`config.mk`:
```
export PLATFORM = sky130hd
export DESIGN_NAME = pipe_hazard_ctrl
export DESIGN_NICKNAME = d
export VERILOG_FILES = /design/src/rtl/rv32_pipe_pkg.sv /design/src/rtl/pipe_hazard_ctrl_sat_counter.sv /design/src/rtl/pipe_hazard_ctrl.sv
export SDC_FILE = /design/constraint.sdc
export NUM_CORES = 1
export LEC_CHECK = 0
export BUFFER_PORTS_ARGS = -buffer_cell sky130_fd_sc_hd__clkbuf_2
export CAP_MARGIN = 20
export CORE_ASPECT_RATIO = 0.9
export CORE_MARGIN = 5
export CORE_UTILIZATION = 44
export DETAILED_ROUTE_END_ITERATION = 16
export GPL_TIMING_DRIVEN = 1
export PLACE_DENSITY = 0.75
export SYNTH_ARGS = -nofsm -noshare
export SYNTH_HDL_FRONTEND = slang
export SYNTH_SLANG_ARGS = --single-unit
```
`constraint.sdc`:
```
create_clock -name clk -period 2.2 [get_ports clk]
set_input_delay 0.22 -clock clk [delete_from_list [all_inputs] [get_ports clk]]
set_output_delay 0.22 -clock clk [all_outputs]
set_load 0.05 [all_outputs]
```
`src/rtl/rv32_pipe_pkg.sv`:
```
// Shared types for the RV32 5-stage pipeline control slice:
// forwarding-select encodings and the data-memory wait FSM state.
package rv32_pipe_pkg;

   localparam logic [1:0] FWD_REG  = 2'd0;
   localparam logic [1:0] FWD_EXE  = 2'd1;
   localparam logic [1:0] FWD_MEM  = 2'd2;
   localparam logic [1:0] FWD_LOAD = 2'd3;

   typedef enum logic {
      IDLE = 1'b0,
      WAIT = 1'b1
   } mem_state_t;

endpackage

```
`src/rtl/pipe_hazard_ctrl_sat_counter.sv`:
```
// Saturating up-counter (sat_counter): clk, rst (sync, active-high),
// inc (count this cycle) -> count (W bits, holds at all-ones).
module sat_counter #(
   parameter int W = 16
) (
   input  logic         clk,
   input  logic         rst,
   input  logic         inc,
   output logic [W-1:0] count
);

   always_ff @(posedge clk) begin
      if (rst)
         count <= '0;
      else if (inc && count != '1)
         count <= count + 1'b1;
   end

endmodule

```
`src/rtl/pipe_hazard_ctrl.sv`:
```
// Hazard / forwarding / data-memory stall controller for the RV32 pipe.
// In: ID/EX/MEM register info, mem_ready. Out: stage enables, flushes,
// forward selects, mem_req, stall/flush performance counters.
module pipe_hazard_ctrl
   import rv32_pipe_pkg::*;
#(
   parameter int FWD_EN = 1,
   parameter int RA_W   = 5,
   parameter int CNT_W  = 16
) (
   input  logic            clk,
   input  logic            rst,
   input  logic            rs1use_id,
   input  logic            rs2use_id,
   input  logic [RA_W-1:0] rs1_id,
   input  logic [RA_W-1:0] rs2_id,
   input  logic            store_id,
   input  logic            branch_id,
   input  logic            regwrite_exe,
   input  logic            load_exe,
   input  logic [RA_W-1:0] rd_exe,
   input  logic [RA_W-1:0] rs2_exe,
   input  logic            store_exe,
   input  logic            regwrite_mem,
   input  logic            load_mem,
   input  logic            memacc_mem,
   input  logic [RA_W-1:0] rd_mem,
   input  logic            mem_ready,
   output logic            mem_req,
   output logic            pc_en_if,
   output logic            fd_en,
   output logic            de_en,
   output logic            em_en,
   output logic            mw_en,
   output logic            fd_flush,
   output logic            de_flush,
   output logic            em_flush,
   output logic            mw_flush,
   output logic [1:0]      fwd_a,
   output logic [1:0]      fwd_b,
   output logic            fwd_ls,
   output logic [CNT_W-1:0] stall_cnt,
   output logic [CNT_W-1:0] flush_cnt
);

   localparam bit FWD = (FWD_EN != 0);

   mem_state_t state;

   logic ex_ok, mm_ok;
   logic ex1, ex2, mm1, mm2;
   logic lu, dstall, req, freeze;
   logic ds_act, br_act;

   function automatic logic [1:0] sel(
      input logic e,
      input logic m,
      input logic ld
   );
      if (e)
         return FWD_EXE;
      if (m)
         return ld ? FWD_LOAD : FWD_MEM;
      return FWD_REG;
   endfunction

   assign ex_ok = regwrite_exe && rd_exe != '0;
   assign mm_ok = regwrite_mem && rd_mem != '0;
   assign ex1   = ex_ok && rs1use_id && rd_exe == rs1_id;
   assign ex2   = ex_ok && rs2use_id && rd_exe == rs2_id;
   assign mm1   = mm_ok && rs1use_id && rd_mem == rs1_id;
   assign mm2   = mm_ok && rs2use_id && rd_mem == rs2_id;

   // A store only needing the load result as store data does not stall:
   // it is picked up later from MEM through fwd_ls.
   assign lu = load_exe && (ex1 || ex2)
            && !(store_id && ex2 && !ex1);

   assign dstall = FWD ? lu : (ex1 || ex2 || mm1 || mm2);

   // The access cycle itself freezes too, so N wait cycles cost N bubbles.
   assign req    = memacc_mem || state == WAIT;
   assign freeze = req && !mem_ready;

   assign ds_act = dstall && !freeze;
   assign br_act = branch_id && !freeze && !dstall;

   always_comb begin
      mem_req  = 1'b0;
      pc_en_if = 1'b1;
      fd_en    = 1'b1;
      de_en    = 1'b1;
      em_en    = 1'b1;
      mw_en    = 1'b1;
      fd_flush = 1'b0;
      de_flush = 1'b0;
      em_flush = 1'b0;
      mw_flush = 1'b0;
      fwd_a    = FWD_REG;
      fwd_b    = FWD_REG;
      fwd_ls   = 1'b0;
      if (!rst) begin
         mem_req = req;
         if (FWD) begin
            fwd_a  = sel(ex1, mm1, load_mem);
            fwd_b  = sel(ex2, mm2, load_mem);
            fwd_ls = store_exe && load_mem && mm_ok
                  && rd_mem == rs2_exe;
         end
         unique case (1'b1)
            freeze: begin
               pc_en_if = 1'b0;
               fd_en    = 1'b0;
               de_en    = 1'b0;
               em_en    = 1'b0;
               mw_flush = 1'b1;
            end
            ds_act: begin
               pc_en_if = 1'b0;
               fd_en    = 1'b0;
               de_flush = 1'b1;
            end
            br_act: fd_flush = 1'b1;
            default: ;
         endcase
      end
   end

   always_ff @(posedge clk) begin
      if (rst)
         state <= IDLE;
      else
         unique case (state)
            IDLE: if (memacc_mem && !mem_ready) state <= WAIT;
            WAIT: if (mem_ready) state <= IDLE;
            default: state <= IDLE;
         endcase
   end

   sat_counter #(.W(CNT_W)) u_stall (
      .clk   (clk),
      .rst   (rst),
      .inc   (!pc_en_if),
      .count (stall_cnt)
   );

   sat_counter #(.W(CNT_W)) u_flush (
      .clk   (clk),
      .rst   (rst),
      .inc   (fd_flush),
      .count (flush_cnt)
   );

endmodule

```
==> results.cfg, run 1 <==
[status]
status = finished clean

[synthesis]
synth_nets = 310
syn_area_per_cell_um2 = 8.054
ys_seq_area_frac = 0.3038
syn_area_um2 = 2175
netlist_instances = 270
yosysUniqueCellTypes = 49
ys_ff_latch = 33
ys_warn_count = 0

[finish]
final_cell_area_um2 = 2984
area_growth_pct = 37.23
n_fill_cell = 452
multi_input_area_um2 = 1486
n_antenna_cell = 0
fin_cells = 441
register_area_um2 = 663.1
final_nets = 415
drive_gt1_frac = 0.3856

[clocking]
clkSlewWorstSetupHoldPaths_ns = 0.06
cts_tree = done
cts_hold_buf = 0
htree_levels = 2
numCtsBuffers = 5
cts-root-buf = clkbuf_8
clk_path_buf_depth = 2
clock_sinks = 33
worstSkewPairLatency_ns = 0.29

[routing]
first_pass_iters = 5
route.detailed.drc = 0
dr_total_vias = 2375
drt_iter0_drc = 126
drt_wl_total_um = 6172
wl_per_cell_um = 14.00
ant_nets = 0
routed_via_density = 5.385

[timing]
skew_ns = 0.003114
timing.fmax_ghz = 0.4694
slew_headroom = 0.6580
period_minus_slack_ns = 2.131
hold_viol_final = 0
setup_viol = 0
slew_viol_final = 0
worst_pin_slew_ns = 0.5090
setup_tns_ns = 0
rsz0062_at_grt = yes
period_share = 0.9684

[worst_setup_path]
r2r_cells = 9
path_max_fanout = 7
rrSetupSlack_ns = 0.19
worst-setup-path-type = input port to output port
crit_required_ns = 1.98
worst_setup_path_start_kind = input port
worstSetupEndpointType = output port
crit_arrival_ns = 1.91

[power]
irDropWorstVdd_mv = 0.3197
p_per_area_nw_per_um2 = 447.0
p_leak_nw = 1.206

[floorplan]
die_area_um2 = 6450
start_util = 0.4526
pin_count = 85
rows = 24
die_width_um = 84.11
core_um2 = 4805
die_h_um = 76.70

[min_path]
whs_path_depth = 2
hold_path_class = input port to register

[placement]
hpwlAfterDp_um = 4931
dp_cells = 432
finalWeightedCongestion = 0.8986
place_area_um2 = 2865
port_buffers = 82

[global_route]
antenna_found_initial = 0
track_usage = 0.1950
gr-total-overflow = 0
grt_pass1_vias = 2308
grt_max_degree = 48
grt_first_pass_wirelength_um = 10470

[run]
maxCapViolations = 0
cells by family after synthesis:
logic type / count (synthesis) / synth area share
muxes: 6 / 0.03107
buffers and inverters: 16 / 0.04027
xor gates and xnor gates: 30 / 0.1208
other: 2 / 0.003454
AOI/OAI and AO/OA: 52 / 0.1439
and+or+nand+nor: 129 / 0.3452
DFF: 33 / 0.3038
adders and majority gates: 2 / 0.01151
final timing paths:
| check | start | to |
|---|---|---|
| worst max-delay path | rd_exe[1] | pc_en_if |
| worst min-delay path | mem_ready | state |
| worst max register to register | u_stall.count[0] | u_stall.count[3] |
| worst min register to register | u_stall.count[4] | u_stall.count[4] |
worst max-delay path, cell delays in order:
cell      delay, ns
clkbuf_2       0.12
or4_4          0.54
or2_4          0.27
and4_4         0.19
nor3_2         0.18
or2_4          0.16
clkbuf_4       0.22
sequential cells by signal (all words and copies together) (netlist names):
name	count
u_flush.count	16
u_stall.count	16
state	1
layout by cell type, fill, tap and decap left out, types with 3 or more instances in the layout:
| cell type | netlist | final |
|---|---|---|
| a31o_2 | 3 | 3 |
| and3_1 | 5 | 5 |
| nor3_2 | 2 | 5 |
| inv_1 | 4 | 4 |
| buf_4 | 5 | 27 |
| o21ai_0 | 13 | 13 |
| nand2b_1 | 5 | 5 |
| nand3_1 | 17 | 17 |
| nor4_1 | 7 | 4 |
| nand2_1 | 13 | 13 |
| clkbuf_2 | 0 | 76 |
| xnor2_1 | 20 | 20 |
| clkbuf_4 | 0 | 3 |
| clkbuf_8 | 0 | 5 |
| or4_1 | 7 | 7 |
| nand4_1 | 12 | 12 |
| a21oi_1 | 20 | 20 |
| o31ai_1 | 5 | 4 |
| xor2_1 | 10 | 10 |
| nor4_4 | 2 | 3 |
| mux2i_1 | 3 | 3 |
| a31oi_1 | 3 | 3 |
| nor2_1 | 29 | 29 |
| or3_1 | 13 | 13 |
| dfxtp_1 | 33 | 31 |
report_power, final:
group | switching (mW) | internal (mW) | leakage (nW) | total (mW)
Combinational | 0.169 | 0.117 | 0.894 | 0.286
Sequential | 0.00843 | 0.603 | 0.267 | 0.612
Clock | 0.218 | 0.219 | 0.0450 | 0.436
metal layers:
| layer | vias up | GRT usage | wire length, µm |
|---|---|---|---|
| li1 | 1211 | - | - |
| met1 | 1092 | 0.2520 | 2819 |
| met2 | 62 | 0.3147 | 2914 |
| met3 | 10 | 0.05145 | 344 |
| met4 | 0 | 0.06431 | 94 |
| met5 | - | 0 | 0 |
metrics by stage:
step / hold slack [ns] / util / setup slack (ns) / power, mW
CTS: 0.1482 / 0.6135 / 0.02098 / 1.337
finish: 0.1611 / 0.6211 / 0.06950 / 1.334
global placement: 0.4496 / 0.5964 / -0.08448 / 0.8989
global route: 0.1610 / 0.6211 / -0.009457 / 1.396
floorplan: 0.2968 / - / -0.3961 / 0.7896
detailed placement: 0.4556 / 0.5964 / -0.1259 / 0.9043
Yosys cell counts (all sizes together):
| cell | number | share of area |
|---|---|---|
| nand2b | 5 | 0.014 |
| ha | 2 | 0.012 |
| and3 | 5 | 0.014 |
| a31oi | 3 | 0.0086 |
| nand4 | 12 | 0.035 |
| nor2b | 1 | 0.0029 |
| xnor2 | 20 | 0.081 |
| conb | 2 | 0.0035 |
| and2 | 1 | 0.0029 |
| nor2 | 29 | 0.050 |
| o31ai | 5 | 0.017 |
| a21oi | 20 | 0.046 |
| and4 | 2 | 0.0092 |
| nand3 | 17 | 0.039 |
| or2 | 4 | 0.013 |
| mux2 | 3 | 0.017 |
| o21ai | 14 | 0.032 |
| nor3 | 8 | 0.028 |
| xor2 | 10 | 0.040 |
| mux2i | 3 | 0.014 |
| a211oi | 1 | 0.0035 |
| a31o | 3 | 0.012 |
| clkbuf | 4 | 0.0069 |
| a21boi | 1 | 0.0035 |
| dfxtp | 33 | 0.30 |
| nor4b | 1 | 0.0040 |
| or4 | 8 | 0.029 |
| nor4 | 9 | 0.040 |
| or3b | 1 | 0.0040 |
| o21ba | 1 | 0.0046 |
| nand2 | 13 | 0.022 |
| a41oi | 1 | 0.0040 |
| inv | 4 | 0.0069 |
| o2111ai | 1 | 0.0040 |
| buf | 8 | 0.026 |
| or3 | 13 | 0.037 |
| a311oi | 2 | 0.0081 |
what timing repair did:
action,CTS,global route
setup endpoints to repair,0,6
setup buffers,0,1
resized for setup,0,12
area by class of cell:
cell class	count	area share
clock inverter	2	0.003354
clock buffer	6	0.02432
sequential	33	0.2222
tap	65	0.02725
timing repair buffer	110	0.2197
multi-input combinational	221	0.4981
inverter	4	0.005031
Note: power is estimated with default switching activity, not from simulation.
==> inputs of run 2 (changes only) <==
--- a/config.mk
+++ b/config.mk
@@ -14,5 +14,7 @@
 export GPL_TIMING_DRIVEN = 1
 export PLACE_DENSITY = 0.75
+export SETUP_SLACK_MARGIN = 0.4
 export SYNTH_ARGS = -nofsm -noshare
 export SYNTH_HDL_FRONTEND = slang
+export SYNTH_HIERARCHICAL = 1
 export SYNTH_SLANG_ARGS = --single-unit
==> constraint.sdc (replaced) <==
create_clock -name clk -period 2.2 [get_ports clk]
set_input_delay 0.22 -clock clk [delete_from_list [all_inputs] [get_ports clk]]
set_output_delay 0.22 -clock clk [all_outputs]
set_load 0.02 [all_outputs]
==> results.cfg, run 2 <==
[timing]
worst_pin_slew_ns = 0.5360
whs_ns = 0.3196
timing.fmax_ghz = 0.4790
hold_viol_final = 0
period_minus_slack_ns = 2.088
slew_headroom = 0.6400
setup_viol = 0
rsz0062_at_grt = yes
skew_ns = 0.006937
slew_viol_final = 0
period_share = 0.9490

[finish]
final_cell_mix = 73 x clkbuf_2, 33 x dfxtp_1, 31 x buf_4
n_antenna_cell = 0
area_growth_pct = 51.27
final_common_cell = clkbuf_2
drive_gt1_frac = 0.4625
final_cell_area_um2 = 3341
reg.largest.list = u_flush/count (16), u_stall/count (16), state (1)
final_nets = 426
n_fill_cell = 425

[synthesis]
netlist_instances = 273
syn_area_per_cell_um2 = 8.089
ys_warn_count = 6
synth_nets = 313
syn_area_um2 = 2208
synth_top_area_cell = dfxtp_1
synth_ff_type = dfxtp_1
synth-edff-count = 0
yosysMostFrequentCell = dfxtp_1
yosysUniqueCellTypes = 38
ys_top_cells_by_area = dfxtp_1 30%, xnor2_1 6.7%, or4_1 5.1%
ys_ff_latch = 33
synth_top_area_share = 0.2992
synthTopCellsByCount = 33 x dfxtp_1, 20 x a21oi_1, 20 x nor2_1, 17 x xnor2_1
ys_seq_area_frac = 0.2992
async_flop_share = 0

[clocking]
clock_sinks = 33
cts_hold_buf = 0
worstSkewPairLatency_ns = 0.29
clk_path_buf_depth = 2
htree_levels = 2
cts_tree = done
cts-root-buf = clkbuf_8
clkSlewWorstSetupHoldPaths_ns = 0.07
numCtsBuffers = 5

[power]
irDropWorstVdd_mv = 0.2782
p_leak_nw = 1.376
p_per_area_nw_per_um2 = 385.2
power_frac_seq = 0.470
power_mw = 1.287
combPwrFrac = 0.175
switching_share = 0.2785
p_int_uw = 928.6
switchingPower_uw = 358.4
pwr-share-clk = 0.355

[worst_setup_path]
cp-startpoint = rd_exe[4]
crit_required_ns = 1.98
cpLargestDelayFamily = buffers and inverters
path_max_fanout = 3
rr_startpoint = u_flush/count[10]
worst-setup-path-type = input port to output port
worstSetupEndpointType = output port
critical_path.n_buffers_inverters = 6
worst_setup_path_start_kind = input port
cp_slowest_cell = nor3_2
path_cells = buf_8 > buf_6 > xnor2_2 > nand4_1 > nor3_2 > o21ai_2 > buf_4 > buf_4 > buf_6 > o21a_4 > buf_6
crit_arrival_ns = 1.87
crit_top_cell = buf_6
critPathMaxStageDelay_ns = 0.28

[floorplan]
core_um2 = 4865
die_area_um2 = 6538
die_width_um = 84.68
rows = 24
pin_count = 85
start_util = 0.4540
die_h_um = 77.21

[status]
status = finished clean

[global_route]
gr-total-overflow = 0
grt_pass1_vias = 2273
grt_max_degree = 31
antenna_found_initial = 0
grt_first_pass_wirelength_um = 10470
track_usage = 0.1922

[routing]
drt_wl_total_um = 7200
wl_per_cell_um = 15.93
drt_iter0_drc = 133
routed_via_density = 5.684
first_pass_iters = 4
dr_total_vias = 2569
ant_nets = 0
route.detailed.drc = 0

[run]
maxCapViolations = 0

[min_path]
worstHoldStart = rst
hold_path_class = input port to register

[placement]
port_buffers = 82
finalWeightedCongestion = 0.9109
place_area_um2 = 2838
hpwlAfterDp_um = 4827
-- run 2: changes by cell type after synthesis, sizes merged, moves of 4 or more --
cell	delta
or2	-4
nand2b	-5
or3	-6
o31ai	+7
or4	+7
nor2b	+4
nor2	-9
nor3	+6
inv	+5
and4	+4
-- run 2: timing repair --
action | in CTS | in global routing
cloned | 0 | 1
pin swaps | 10 | 27
buffers inserted | 5 | 9
endpoints found under the setup margin | 37 | 39
hold endpoints to repair | 0 | 0
resized for setup | 14 | 55
-- run 2: area by class of cell --
class                           count  area [µm²]  area share
Tap cell                           65       81.33     0.02434
Sequential cell                    33       660.6      0.1978
Clock inverter                      3       17.52    0.005243
Inverter                            9       33.78     0.01011
Clock buffer                        5       68.82     0.02060
Multi-Input combinational cell    217        1705      0.5105
Timing Repair Buffer              120       773.2      0.2315
-- run 2: kinds of logic after synthesis --
group / after synthesis / synth area share
and+or+nand+nor: 128 / 0.3558
AOI/OAI and AO/OA: 52 / 0.1490
DFF: 33 / 0.2991
xor gates and xnor gates: 29 / 0.1150
buffers and inverters: 23 / 0.04703
muxes: 4 / 0.01926
adders and majority gates: 2 / 0.01133
other: 2 / 0.003401
-- run 2: power by group through the flow --
stage          Sequential (mW)  Combinational, mW  Clock [mW]
5_1_grt                  0.606              0.241       0.495
6_report                 0.605              0.225       0.456
2_1_floorplan            0.622             0.0926           0
3_3_place_gp             0.619              0.180           0
3_5_place_dp             0.619              0.183           0
4_1_cts                  0.605              0.194       0.465
-- run 2: tightest hold or removal path: cells and delay by family --
kind                   cells  cell delay (ns)
buffers and inverters      2             0.29
AO/OA/AOI/OAI              1             0.05
-- run 2: routing by layer --
metal / track usage / vias to the layer above / share of wire
met1: 0.2414 / 1244 / 0.41
met2: 0.3294 / 73 / 0.52
li1: - / 1240 / -
met3: 0.05038 / 12 / 0.057
met5: 0 / - / 0
met4: 0.04114 / 0 / 0.013
-- run 2: final timing paths --
check	to	slack, ns	cells past startpoint
worst max-delay path	pc_en_if	0.11	11
worst min-delay path	u_flush/count[0]	0.32	3
worst max register to register	u_flush/count[15]	0.30	4
worst min register to register	u_stall/count[15]	0.55	2
-- run 2: stage by stage --
stage                     instances  setup slack (ns)  utilization  TNS [ns]
after floorplan                 273           0.04748            -         0
after global placement          429           -0.1419       0.5833    -1.224
after detailed placement        429           -0.1653       0.5833    -2.267
after CTS                       442            0.1887       0.6250         0
after global routing            452          0.005437       0.6867         0
final                           452            0.1122       0.6867         0
==> inputs of run 3 (changes only) <==
ABC_AREA = 0   (was not set)
CORE_UTILIZATION = 49   (was 44)
PLACE_DENSITY = 0.79   (was 0.75)
clock period = 2.22 ns   (was 2.2 ns; I/O delays follow)
==> results.cfg, run 3 (same netlist as run 2, synthesis figures left out) <==
[floorplan]
die_width_um = 80.77
die_area_um2 = 5952
pin_count = 85
rows = 23
start_util = 0.5016
core_um2 = 4403
die_h_um = 73.69

[power]
p_leak_nw = 1.330
power_mw = 1.387
p_per_area_nw_per_um2 = 424.9
irDropWorstVdd_mv = 0.4900

[timing]
worst_pin_slew_ns = 0.5141
period_minus_slack_ns = 2.109
slew_viol_final = 0
rsz0062_at_grt = yes
timing.fmax_ghz = 0.4742
period_share = 0.9500
hold_viol_final = 0
setup_viol = 0
slew_headroom = 0.6547
skew_ns = 0.008185

[finish]
final_nets = 422
final_common_cell = clkbuf_2
fin_cells = 445
n_antenna_cell = 0
reg.largest.list = u_flush/count (16), u_stall/count (16), state (1)
area_growth_pct = 47.82
drive_gt1_frac = 0.4543
n_fill_cell = 318
final_cell_mix = 73 x clkbuf_2, 30 x buf_4, 28 x dfxtp_1

[placement]
hpwlAfterDp_um = 4760
finalWeightedCongestion = 0.9693
port_buffers = 82
dp_cells = 431

[routing]
dr_total_vias = 2509
routed_via_density = 5.638
ant_nets = 0
drt_wl_total_um = 6792
first_pass_iters = 4
wl_per_cell_um = 15.26
drt_iter0_drc = 137
route.detailed.drc = 0

[worst_setup_path]
crit_required_ns = 2.38
worst_setup_path_start_kind = input port
crit_arrival_ns = 2.27
worst-setup-path-type = input port to register
worstSetupEndpointType = register
path_max_fanout = 3

[global_route]
met3_usage = 0.04657
top_usage_layer = met2
gr-total-overflow = 0
antenna_found_initial = 0
grt_pass1_vias = 2341
use_met2 = 0.3998
track_usage = 0.2176
grt_first_pass_wirelength_um = 10420
grtUsageMet1 = 0.2565
grt_max_degree = 29

[clocking]
numCtsBuffers = 5
clk_path_buf_depth = 2
htree_levels = 2
cts_hold_buf = 0
cts_tree = done
clkSlewWorstSetupHoldPaths_ns = 0.07
cts-root-buf = clkbuf_8
clock_sinks = 33
worstSkewPairLatency_ns = 0.28

[status]
status = finished clean

[run]
maxCapViolations = 0

[min_path]
hold_path_class = input port to register
## run 3: changes by cell type in the layout (fill, tap and decap cells not counted), moves of 3 or more
cell      delta
dfxtp_2      +5
dfxtp_1      -5
xnor2_1      +3
buf_6        -4
clkbuf_8     +3
xnor2_2      -3
o31ai_1      +4
o31ai_2      -4
## run 3: per-layer routing
layer / up-vias / part of all wire
li1: 1234 / -
met1: 1186 / 0.40
met2: 78 / 0.54
met3: 11 / 0.049
met4: 0 / 0.013
met5: - / 0
## run 3: critical path, stage by stage
cell,delay [ns]
buf_8,0.10
xor2_1,0.15
nor4_1,0.30
and3_1,0.24
o21ai_2,0.09
o21ai_2,0.23
buf_4,0.16
and4_4,0.25
o41ai_2,0.08
buf_4,0.16
o21ai_0,0.18
a21oi_1,0.09
## run 3: path summary, 6_finish.rpt
check / start / end / slack [ns] / cells past startpoint
worst min register to register: u_stall/count[9] / u_stall/count[9] / 0.53 / 2
worst max-delay path: rd_exe[1] / u_stall/count[6] / 0.11 / 12
worst min-delay path: branch_id / u_flush/count[1] / 0.39 / 4
worst max register to register: state / u_stall/count[6] / 0.30 / 9
## run 3: repair_timing
item / 4_1_cts / 5_1_grt
pin swaps: 3 / 11
buffers inserted: 1 / 5
gates resized for setup: 12 / 45
endpoints found under the setup margin: 33 / 38
## run 3: layout make-up
class | count | area (µm²) | area share
Clock buffer | 7 | 86.33 | 0.02645
Clock inverter | 1 | 30.03 | 0.009199
Multi-Input combinational cell | 217 | 1637 | 0.5013
Tap cell | 62 | 77.57 | 0.02376
Timing Repair Buffer | 116 | 733.2 | 0.2246
Sequential cell | 33 | 666.9 | 0.2043
Inverter | 9 | 33.78 | 0.01035
## run 3: power breakdown
group          internal [mW]  switching, mW
Combinational         0.0965          0.107
Clock                  0.366          0.218
Sequential             0.596        0.00418
Total                   1.06          0.329
## run 3: metrics by stage
stage	hold WS [ns]	setup WS [ns]	utilization	setup TNS, ns	instance area, µm²
global route	0.4173	0.05438	0.7414	0	3264
CTS	0.3540	0.1693	0.6948	0	3059
global placement	0.5097	-0.1351	0.6522	-1.252	2872
detailed placement	0.5257	-0.1419	0.6522	-2.111	2872
floorplan	0.5101	0.06548	-	0	2253
finish	0.3876	0.1110	0.7414	0	3264
